===== config.mk =====
export PLATFORM = sky130hd
export DESIGN_NAME = sseg_capture
export DESIGN_NICKNAME = d
export VERILOG_FILES = /design/src/rtl/sseg_capture.sv
export SDC_FILE = /design/constraint.sdc
export NUM_CORES = 1
export LEC_CHECK = 0
export CORE_ASPECT_RATIO = 0.5
export CORE_MARGIN = 4
export CORE_UTILIZATION = 60
export DETAILED_ROUTE_END_ITERATION = 16
export DONT_BUFFER_PORTS = 1
export GPL_TIMING_DRIVEN = 0
export MAX_ROUTING_LAYER = met4
export PLACE_DENSITY_LB_ADDON = 0.25
export SLEW_MARGIN = 30
export SYNTH_ARGS = -nofsm -noshare
export SYNTH_HDL_FRONTEND = slang
export SYNTH_SLANG_ARGS = --single-unit

===== constraint.sdc =====
create_clock -name clk_i -period 4.1 [get_ports clk_i]
set_clock_uncertainty 0.15 [all_clocks]
set_input_delay 0.615 -clock clk_i [delete_from_list [all_inputs] [get_ports clk_i]]
set_output_delay 0.615 -clock clk_i [all_outputs]
set_load 0.02 [all_outputs]

===== src/rtl/sseg_capture.sv =====
// Seven-segment bus monitor: filters the multiplexed active-low AN/sseg/DP pins and rebuilds
// the eight 6-bit digit codes {dp, blank, hex}, with frame completion and sticky error flags.
module sseg_capture #(
    parameter int unsigned SETTLE_CYCLES = 2
) (
    input  logic       clk_i,
    input  logic       rst_i,
    input  logic [6:0] sseg_i,
    input  logic       dp_i,
    input  logic [7:0] an_i,
    input  logic       clear_err_i,
    output logic [5:0] out0_o,
    output logic [5:0] out1_o,
    output logic [5:0] out2_o,
    output logic [5:0] out3_o,
    output logic [5:0] out4_o,
    output logic [5:0] out5_o,
    output logic [5:0] out6_o,
    output logic [5:0] out7_o,
    output logic [7:0] valid_mask_o,
    output logic       frame_done_o,
    output logic       err_multi_o,
    output logic       err_pattern_o
);

    localparam logic [7:0]  SettleMax = 8'(SETTLE_CYCLES);
    localparam logic [7:0]  SettleArm = 8'(SETTLE_CYCLES - 1);
    localparam logic [15:0] SmpIdle   = {8'hFF, 7'h7F, 1'b1};
    localparam logic [6:0]  SegBlank  = 7'h7F;

    // Returns {hit, hex} for an active-low glyph pattern.
    function automatic logic [4:0] decode_glyph(input logic [6:0] seg);
        logic [4:0] res;
        case (seg)
            7'h40:   res = 5'h10;
            7'h79:   res = 5'h11;
            7'h24:   res = 5'h12;
            7'h30:   res = 5'h13;
            7'h19:   res = 5'h14;
            7'h12:   res = 5'h15;
            7'h02:   res = 5'h16;
            7'h78:   res = 5'h17;
            7'h00:   res = 5'h18;
            7'h10:   res = 5'h19;
            7'h08:   res = 5'h1A;
            7'h03:   res = 5'h1B;
            7'h46:   res = 5'h1C;
            7'h21:   res = 5'h1D;
            7'h06:   res = 5'h1E;
            7'h0E:   res = 5'h1F;
            default: res = 5'h00;
        endcase
        return res;
    endfunction

    logic [15:0] pins;
    logic [15:0] smp_q, smp_d;
    logic [7:0]  cnt_q, cnt_d;
    logic [5:0]  out_q [8];
    logic [5:0]  out_d [8];
    logic [7:0]  valid_q, valid_d;
    logic        done_q, done_d;
    logic        err_multi_q, err_multi_d;
    logic        err_pattern_q, err_pattern_d;

    logic        stable;
    logic        capture;
    logic [7:0]  smp_an;
    logic [6:0]  smp_seg;
    logic        smp_dp;
    logic [7:0]  an_act;
    logic        an_none;
    logic        an_multi;
    logic [2:0]  idx;
    logic [4:0]  glyph;
    logic        store;
    logic [5:0]  code;

    assign pins    = {an_i, sseg_i, dp_i};
    assign stable  = (pins == smp_q);
    // Fires only on the edge that reaches the threshold, so a long hold captures once.
    assign capture = stable && (cnt_q == SettleArm);

    assign smp_an   = smp_q[15:8];
    assign smp_seg  = smp_q[7:1];
    assign smp_dp   = smp_q[0];
    assign an_act   = ~smp_an;
    assign an_none  = (an_act == 8'h00);
    assign an_multi = ((an_act & (an_act - 8'd1)) != 8'h00);
    assign glyph    = decode_glyph(smp_seg);

    always_comb begin
        idx = 3'd0;
        for (int k = 0; k < 8; k++) begin
            if (an_act[k]) begin
                idx = 3'(k);
            end
        end
    end

    always_comb begin
        smp_d = pins;
        if (!stable) begin
            cnt_d = 8'd1;
        end else if (cnt_q >= SettleMax) begin
            cnt_d = SettleMax;
        end else begin
            cnt_d = cnt_q + 8'd1;
        end
    end

    always_comb begin
        out_d         = out_q;
        valid_d       = valid_q;
        done_d        = 1'b0;
        err_multi_d   = err_multi_q & ~clear_err_i;
        err_pattern_d = err_pattern_q & ~clear_err_i;
        store         = 1'b0;
        code          = 6'h00;

        if (capture && !an_none) begin
            if (an_multi) begin
                err_multi_d = 1'b1;
            end else if (smp_seg == SegBlank) begin
                store = 1'b1;
                code  = {~smp_dp, 1'b1, 4'h0};
            end else if (glyph[4]) begin
                store = 1'b1;
                code  = {~smp_dp, 1'b0, glyph[3:0]};
            end else begin
                err_pattern_d = 1'b1;
            end
        end

        if (store) begin
            out_d[idx] = code;
            if ((valid_q | an_act) == 8'hFF) begin
                done_d  = 1'b1;
                valid_d = 8'h00;
            end else begin
                valid_d = valid_q | an_act;
            end
        end
    end

    always_ff @(posedge clk_i) begin
        if (rst_i) begin
            smp_q         <= SmpIdle;
            cnt_q         <= 8'd0;
            out_q         <= '{default: 6'h00};
            valid_q       <= 8'h00;
            done_q        <= 1'b0;
            err_multi_q   <= 1'b0;
            err_pattern_q <= 1'b0;
        end else begin
            smp_q         <= smp_d;
            cnt_q         <= cnt_d;
            out_q         <= out_d;
            valid_q       <= valid_d;
            done_q        <= done_d;
            err_multi_q   <= err_multi_d;
            err_pattern_q <= err_pattern_d;
        end
    end

    assign out0_o        = out_q[0];
    assign out1_o        = out_q[1];
    assign out2_o        = out_q[2];
    assign out3_o        = out_q[3];
    assign out4_o        = out_q[4];
    assign out5_o        = out_q[5];
    assign out6_o        = out_q[6];
    assign out7_o        = out_q[7];
    assign valid_mask_o  = valid_q;
    assign frame_done_o  = done_q;
    assign err_multi_o   = err_multi_q;
    assign err_pattern_o = err_pattern_q;

endmodule


Yosys cells after proc, flatten, opt, wreduce, memory -nomap -nowiden
Cells that the tools add are included.
Operators by class
  reduce and logical (&&, ||, !) cells: 10
  equal/unequal tests: 19
  add/sub/neg operators: 2
  bitwise operators: 10
  multiplexer cells: 29
  magnitude comparators: 3
Operators by type and width (number)
  $pmux W5 S16: 1
  $bwmux W48: 1
  $eq A7 B7 Y1 const B: 5
  $mux W6: 5
  $eq A7 B5 Y1 const B: 3
  $eq A7 B6 Y1 const B: 3
  $demux W6 S3: 1
  $mux W3: 6
  $eq A16 B16 Y1: 1
  $eq A7 B2 Y1 const B: 2
  $eq A7 B4 Y1 const B: 2
  $mux W1: 13
  $add A8 B1 Y8 const B: 1
  $and A8 B8 Y8: 1
  $eq A8 B1 Y1 const B: 1
  $eq A8 B8 Y1 const B: 1
  $ge A8 B2 Y1 const B: 1
  $logic_not A8 Y1: 1
  $mux W8: 1
  $not A8 Y8: 1
  $or A8 B8 Y8: 1
  $reduce_bool A8 Y1: 1
  $sub A8 B1 Y8 const B: 1
  $eq A7 B3 Y1 const B: 1
  11 further kinds: 18
Storage, ports and cells
  word-level logic and storage cells: 89
  register bits: 83
  output and inout bits: 59
  input bits: 19

Depth between registers and ports, before layout
Gate-level depths: netlist (run 1).
  depth after elaboration: 14
  mapped depth: 10
  gate-level depth less buffers: 7

Worst setup path before layout (run 1)
Ideal clock, no wire load.
  kind: input to register
  from: input sseg_i[3]
  to: register out_q, in the netlist out2_o[4]
  data required time: 3.816 ns
  stages: 9
  setup slack: 1.395 ns
  library setup time: 0.134 ns
  path buffers: 3
  data arrival time: 2.421 ns
  cell sequence: xor2_1 -> nor4_2 -> nand4_2 -> or3_1 -> buf_2 -> buf_6 -> buf_2 -> o311ai_0 -> o31ai_1
On the way
  longest elaborated chain between the ends: 5
  elaborated cells on any way between the ends: 6
  classes of those cells: eq/ne (1); mux (3); reduce/logical (2)
RTL lines
  from (decl): RTL line 8  | input logic [6:0] sseg_i,
  $eq A16 B16 Y1 *: RTL line 80  | assign stable = (pins == smp_q);
  $logic_and A1 B1 Y1 *: RTL line 82  | assign capture = stable && (cnt_q == SettleArm);
  $logic_and A1 B1 Y1 *: RTL line 121  | if (capture && !an_none) begin
  $mux W6: RTL line 121
  $bwmux W48: RTL line 136  | out_d[idx] = code;
  to (signal assigned): RTL line 158  | out_q <= out_d;
  to (decl): RTL line 59  | logic [5:0] out_q [8];
Every way passes the cells marked *; elsewhere a longest branch is shown, timed or not.
A chain may end at the register's enable or synchronous reset.

Worst setup path after layout (run 1)
  from: register smp_q[1]
  to: register valid_q[3], in the netlist valid_mask_o[3]
On the way
  longest elaborated chain between the ends: 6
  elaborated cells on any way between the ends: 25
  classes of those cells: eq/ne (17); mux (5); reduce/logical (3)
RTL lines
  from (decl): RTL line 57  | logic [15:0] smp_q, smp_d;
  from (signal assigned): RTL line 148  | smp_q <= SmpIdle;
  from (signal assigned): RTL line 156  | smp_q <= smp_d;
  $eq A7 B4 Y1, or another cell as far along: RTL line 34  | case (seg)
  $pmux W5 S16: RTL line 34
  $mux W1: RTL line 127  | end else if (glyph[4]) begin
  $mux W1: RTL line 124  | end else if (smp_seg == SegBlank) begin
  $mux W1: RTL line 122  | if (an_multi) begin
  $mux W1 *: RTL line 121
  to (signal assigned): RTL line 159  | valid_q <= valid_d;
  to (decl): RTL line 61  | logic [7:0] valid_q, valid_d;
Marks and branches as above.

==> reports/metrics.csv, run 1 <==
metric,value,unit
status,completed,
Final Max Slew Viols,0,
"Async S/R FF share, synth",0,
CP max stage delay,0.47,ns
Sink Count,83,
area growth from synthesis to layout,11.9,%
R2R Setup Slk,0.99,ns
Die Footprint,0.00755,mm2
GP Congestion,0.943,
register area share after synthesis,0.450,
Detail Placement HPWL,6740,um
I/O pin count,78,
Leakage Power,0.00157,uW
clk buf depth,2,
area of the core,0.00571,mm2
hold crit path type,in2reg,
crit path cell chain,clkbuf_1 > a211oi_1 > o21ai_0 > o2111ai_1 > nor3_1 > buf_2 > clkbuf_1 > nor3_1 > o21a_1,
Power per Cell Area,435,mW/mm2
Critical R2R Launch,smp_q[1],
critical path arrival,3.19,ns
initial antenna violation count,1,
Required @ worst endpoint,4.18,ns
Resized cells post-CTS,0,
hold path depth,1,
worst vdd ir,0.000411,V
number of synthesized flops with an enable pin,0,
final wirelength,9110,um
"non-filler cells, final",488,
"Hold-fix buffers, CTS",0,
clk root buf,clkbuf_16,
Setup Viol. Count Final,0,
hold path startpoint,sseg_i[2],
Hold EP,smp_q[3],
max-cap viol count,0,
CTS buffer count,9,
total power draw,1800,uW
largest net degree at the start of global routing,16,
vias in the first global route,3031,
Initial Util,0.647,
setup tns final,0,ns
kind of cell adding the most delay to the critical path,buffers and inverters,
minimum clock period,3.11,ns
drt wl/cell,18.7,um
RSZ-0062 raised after global routing,false,
Slew headroom,0.522,
Post-CTS Setup Bufs,0,
fillers,416,
CP startpoint kind,flip-flop,
Mean Syn Cell Area,9.37,um2
Post-Place Cells,471,
clock slew at reported path FFs,0.06,ns
First-pass DRT Iterations,5,
PortBufs,0,
Clock Latency Late Sink,0.34,ns
distinct cell type count after synthesis,54,
post-route ant nets,0,
Vias,3044,
row cnt,19,
Fmax achieved,0.321,GHz
Yosys warnings,0,
first-pass GRT wire length,15000,um
post-synthesis register bit count,83,
critical path capture point type,flip-flop,
grt ovf,0,
R2R depth,9,
Syn Inst Count,394,
fin util,0.724,
Worst Path Buf+Inv,3,
Avg Vias per Cell,6.24,
crit-path max FO,10,
DRT iter0 DRCs,263,
Final #Nets,431,
slowest CP cell,nor3_1,
H-tree Lvls,3,
GRT Util Overall,0.259,
Die Wd,119,um
Synth Flop Type,dfxtp_1,
die height,63.5,um
layout cells sized above 1,0.152,
DR DRC count,0,
Final Cycle Share,0.759,
Least-Margin Pin Slew,0.714,ns
critical path class,reg2reg,
CTS tree,yes,
final hold viol count,0,
Mapped Area,0.00369,mm2
Reg2Reg Capture Point,valid_mask_o[3],
-- layout make-up --
| type | count | area [um2] | share of cell area |
|---|---|---|---|
| clock buffers | 9 | 225 | 0.0545 |
| plain buffers | 33 | 161 | 0.0391 |
| diodes | 1 | 2.50 | 0.000606 |
| flip-flops and latches | 83 | 1660 | 0.402 |
| clock inverters | 7 | 101 | 0.0245 |
| inverters | 11 | 41.3 | 0.00999 |
| well taps | 73 | 91.3 | 0.0221 |
| multi-input cells | 271 | 1850 | 0.447 |
-- sequential cells by signal (all words and copies together) (netlist names) --
name / count
out6_o: 6
cnt_q: 8
out2_o: 6
out0_o: 6
out3_o: 6
err_pattern_o: 1
frame_done_o: 1
out1_o: 6
out7_o: 6
err_multi_o: 1
out4_o: 6
valid_mask_o: 8
out5_o: 6
smp_q: 16
-- placed cells by master, fill, tap and decap left out, drive strengths merged, types with 2 or more instances in the layout --
master   synthesis  routed
a211oi           5       5
xor2            17      17
or4              2       2
and4             2       2
nand2           42      42
o22ai            3       3
nand3            6       6
buf             15      15
and3             6       6
clkbuf          18      27
a21oi            7       7
clkinv           0       3
ha               3       3
bufinv           0       2
nor3b            3       3
nand4            4       4
a21o             2       2
o31ai            4       4
o311ai           4       4
conb             1       5
nor4             7       7
or2             17      17
a31oi            6       6
o21ai            9       9
or3             11      11
dfxtp           83      83
mux2i           35      35
inv             11      12
nor2            15      15
nand2b           4       4
nor2b            7       7
a31o             2       2
nor3            17      17
o21a             7       7
o2111ai          3       3
o211ai           3       3
-- how the worst max path moves through the flow --
| stage | endpoint | slack [ns] | depth (start not counted) | from |
|---|---|---|---|---|
| after floorplan | out2_o[4] | 1.39 | 9 | sseg_i[3] |
| after global placement | out7_o[3] | 0.96 | 6 | sseg_i[1] |
| after detailed placement | out2_o[3] | 0.87 | 6 | sseg_i[3] |
| after CTS | out2_o[3] | 1.04 | 6 | smp_q[15] |
| after global routing | out2_o[4] | 0.73 | 9 | smp_q[1] |
| final | valid_mask_o[3] | 0.99 | 9 | smp_q[1] |
-- logic make-up after synthesis --
logic type,count (synthesis),synth area share
fa+ha+maj,4,0.0129
other cells,1,0.00102
mux,36,0.0979
simple gates,149,0.230
xor+xnor,17,0.0403
buf+inv,44,0.0549
compound gates,60,0.113
flops,83,0.450
-- layer usage --
metal / GRT usage / part of all wire / up-vias
li1: - / - / 1420
met1: 0.303 / 0.42 / 1439
met2: 0.401 / 0.45 / 158
met3: 0.107 / 0.12 / 27
met4: 0.101 / 0.023 / 0
met5: - / 0 / -
-- worst reg2reg max path, stage by stage, from the launching register on --
cell and delay [ns]:
dfxtp_1 0.38, clkbuf_1 0.34, a211oi_1 0.09, o21ai_0 0.28, o2111ai_1 0.20, nor3_1 0.47
buf_2 0.36, clkbuf_1 0.42, nor3_1 0.13, o21a_1 0.19
-- power breakdown --
part           leakage (uW)  internal [uW]  switching (uW)  total (uW)
logic              0.000739           38.2            70.1         108
clock network      0.000158            538             323         861
registers          0.000675            818            10.3         828
-- synth_stat cells, types with 4 or more instances --
master / number / share of area
or3_1: 11 / 0.019
a211oi_1: 5 / 0.010
nand2b_1: 4 / 0.0068
and3_1: 6 / 0.010
a21oi_1: 7 / 0.0095
or2_2: 17 / 0.029
a31oi_1: 6 / 0.010
nand3_1: 6 / 0.0081
mux2i_1: 35 / 0.095
o21a_1: 7 / 0.014
clkbuf_1: 18 / 0.018
nor2_1: 15 / 0.015
nand2_1: 42 / 0.043
o311ai_0: 4 / 0.0095
inv_1: 10 / 0.010
nor3_1: 13 / 0.018
dfxtp_1: 83 / 0.45
o21ai_0: 9 / 0.012
xor2_1: 17 / 0.040
nor2b_1: 7 / 0.012
buf_2: 12 / 0.016
nor4_2: 4 / 0.014
o31ai_1: 4 / 0.0081
-- stage by stage --
| stage | hold slack (ns) | worst slack [ns] | area [um2] |
|---|---|---|---|
| 6_report | 0.228 | 0.989 | 4130 |
| 3_3_place_gp | 0.383 | 0.959 | 3800 |
| 2_1_floorplan | 0.338 | 1.39 | 3710 |
| 3_5_place_dp | 0.400 | 0.867 | 3800 |
| 5_1_grt | 0.216 | 0.730 | 4130 |
| 4_1_cts | 0.217 | 1.04 | 4130 |
Note: power is estimated with default switching activity, not from simulation.
==> run 2, diff against run 1 <==
ABC_AREA = 1   (was unset)
CORE_UTILIZATION = 57   (was 60)
clock period = 2.8 ns   (was 4.1 ns; I/O delays follow)
==> run 2 against run 1 <==
  * Die area increased by 11%
  * Worst hold slack worse by 0.20 ns
  * Wire length down 0.27%
  * Sequential cell count unchanged
  * Critical path type unchanged
  * Sequential share of layout area is 2.7 points lower
  * Count of clock-buffer cells in the layout is 2 higher
  * Area after synthesis increased by 6.9%
  * Critical path depth increased by 3
==> reports/metrics.csv, run 2 <==
metric,value,unit,change
Final Cycle Share,0.829,,+0.0701
largest net degree at the start of global routing,14,,-2
CTS buffer count,9,,unchanged
Die Footprint,0.00840,mm2,+11%
most frequent cells in the layout,"nand2_1, nor2_1, inv_1",,
H-tree Lvls,3,,unchanged
die height,66.9,um,+5.3%
First-pass DRT Iterations,5,,unchanged
Vias,3542,,+16%
area of the core,0.00670,mm2,+17%
Avg Vias per Cell,4.85,,-22%
Syn Inst Count,619,,+57%
CP startpoint kind,flip-flop,,
hold crit path type,in2reg,,
Worst Path Buf+Inv,1,,-2
register area share after synthesis,0.421,,-0.0292
Clock Latency Late Sink,0.34,ns,about the same
grt ovf,0,,unchanged
final wirelength,9090,um,-0.27%
worst vdd ir,0.000321,V,-22%
hold path startpoint,an_i[5],,
clk buf depth,2,,unchanged
kind of cell adding the most delay to the critical path,simple AND/OR/NAND/NOR gates,,
ANT cells,0,,-1
status,completed,,
Area contributors post-synth,"dfxtp_1, nand2_1, nor2_1",,
Fmax achieved,0.431,GHz,+34%
most frequent cells after synthesis,"nand2_1, nor2_1, inv_1",,
area growth from synthesis to layout,12.2,%,
Post-CTS Setup Bufs,0,,unchanged
clk root buf,clkbuf_16,,
DR DRC count,0,,unchanged
final hold viol count,0,,unchanged
GP Congestion,0.908,,-3.7%
Critical R2R Launch,smp_q[0],,
slowest CP cell,nor2_2,,
Worst Setup SP,smp_q[0],,
initial antenna violation count,0,,-1
RSZ-0062 raised after global routing,false,,
row cnt,21,,+2
Resized cells post-CTS,0,,unchanged
crit-path max FO,9,,-1
Largest Register,smp_q,,
most frequent CP cell,nand2_1,,
"non-filler cells, final",731,,+50%
distinct cell type count after synthesis,34,,-37%
critical path arrival,2.45,ns,-0.74 ns
Mapped Area,0.00395,mm2,+6.9%
Post-Place Cells,715,,+52%
minimum clock period,2.32,ns,-0.790 ns
Die Wd,126,um,+5.7%
Yosys warnings,0,,unchanged
Final Cell Area,0.00443,mm2,+7.2%
Initial Util,0.589,,-0.0578
Final WS setup,0.479,ns,-0.510 ns
DRT iter0 DRCs,298,,+13%
Placed Area,0.00408,mm2,+7.4%
post-route ant nets,0,,unchanged
"most common cell after layout, fill and taps aside",nand2_1,,
Slew headroom,0.658,,+0.136
Yosys top cell by area,dfxtp_1,,
number of synthesized flops with an enable pin,0,,unchanged
first-pass GRT wire length,14500,um,-3.1%
max-cap viol count,0,,unchanged
layout cells sized above 1,0.0767,,-0.0755
Final #Nets,657,,+52%
"Async S/R FF share, synth",0,,unchanged
vias in the first global route,3004,,-0.89%
dpl ws,0.520,ns,-0.347 ns
Final Max Slew Viols,0,,unchanged
I/O pin count,78,,unchanged
"Hold-fix buffers, CTS",1,,+1
Power per Cell Area,611,mW/mm2,+40%
Mean Syn Cell Area,6.38,um2,-32%
crit path cell chain,inv_1 > nand2_1 > nand2_1 > nor2_1 > nand2_1 > nor2_1 > nand2_1 > nor2_1 > nand2_1 > nor2_2 > o21ai_0 > nor2_1,,
post-synthesis register bit count,83,,unchanged
clock slew at reported path FFs,0.06,ns,about the same
setup tns final,0,ns,unchanged
Detail Placement HPWL,6690,um,-0.80%
Least-Margin Pin Slew,0.513,ns,-0.202 ns
CP max stage delay,0.40,ns,-0.07 ns
Setup Viol. Count Final,0,,unchanged
Leakage Power,0.00231,uW,+47%
GRT Util Overall,0.229,,-0.0298
critical path class,reg2reg,,
Required @ worst endpoint,2.93,ns,-1.25 ns
Sink Count,83,,unchanged
Synth Flop Type,dfxtp_1,,
max reg flops,16,,unchanged
fin util,0.661,,-0.0631
CTS tree,yes,,
share of the synthesized area in the top cell type,0.421,,-0.0292
"count leader, synth",nand2_1,,
drt wl/cell,12.4,um,-33%
critical path capture point type,flip-flop,,
PortBufs,0,,unchanged
run 2: changes by cell type in the layout (fill, tap and decap cells not counted), sizes merged, moves of 11 or more:
| cell | previous run | this run |
|---|---|---|
| mux2i | 35 | 0 |
| o21ai | 9 | 20 |
| or3 | 11 | 0 |
| inv | 12 | 119 |
| nor3 | 17 | 4 |
| nor2 | 15 | 131 |
| xor2 | 17 | 1 |
| or2 | 17 | 2 |
| clkbuf | 27 | 13 |
| nand2 | 42 | 185 |
| nand3 | 6 | 26 |
run 2: kinds of logic (layout without fill, tap and decap cells):
family                     after synthesis  after routing  share of synthesized area
adders and majority gates                3              3                    0.00951
other                                    1              5                   0.000950
xor gates and xnor gates                 2              2                    0.00444
DFF                                     83             83                      0.421
AOI/OAI and AO/OA                       41             41                     0.0567
and+or+nand+nor                        354            354                      0.369
buffers and inverters                  135            151                      0.138
run 2: worst paths after layout:
kind / end / slack [ns] / cells after the start
setup / recovery: out2_o[2] / 0.48 / 12
hold / removal: smp_q[13] / 0.03 / 2
setup reg to reg: out2_o[2] / 0.48 / 12
hold reg to reg: cnt_q[2] / 0.39 / 2
run 2: worst reg2reg max path: cells and delay by family, from the launching register on:
| family | cells | cell delay (ns) |
|---|---|---|
| DFF | 1 | 0.33 |
| and+or+nand+nor | 10 | 1.41 |
| AOI/OAI and AO/OA | 1 | 0.20 |
| buffers and inverters | 1 | 0.17 |
run 2: layout make-up:
class	count	area (um2)
Fill cell	643	2270
Multi-Input combinational cell	405	1760
Sequential cell	83	1660
Inverter	119	447
Clock buffer	11	243
Tap cell	92	115
Buffer	16	100
Clock inverter	4	98.8
Timing Repair Buffer	1	10.0
run 2: routing by layer:
| layer | vias to the layer above | global-route usage | wire (um) | part of all wire |
|---|---|---|---|---|
| li1 | 1864 | - | - | - |
| met1 | 1568 | 0.288 | 4280 | 0.47 |
| met2 | 99 | 0.352 | 4020 | 0.44 |
| met3 | 11 | 0.0801 | 699 | 0.077 |
| met4 | 0 | 0.0689 | 93 | 0.010 |
| met5 | - | - | 0 | 0 |
run 2: per-stage QoR:
stage / hold WS, ns / total power [uW]
after floorplan: 0.339 / 1350
after global placement: 0.341 / 1380
after detailed placement: 0.343 / 1380
after CTS: 0.0174 / 2730
after global routing: 0.0261 / 2810
final: 0.0261 / 2710
run 2: power by group:
| part | internal [uW] | switching (uW) |
|---|---|---|
| Combinational | 43.1 | 97.1 |
| Clock | 892 | 459 |
| Sequential | 1200 | 17.8 |
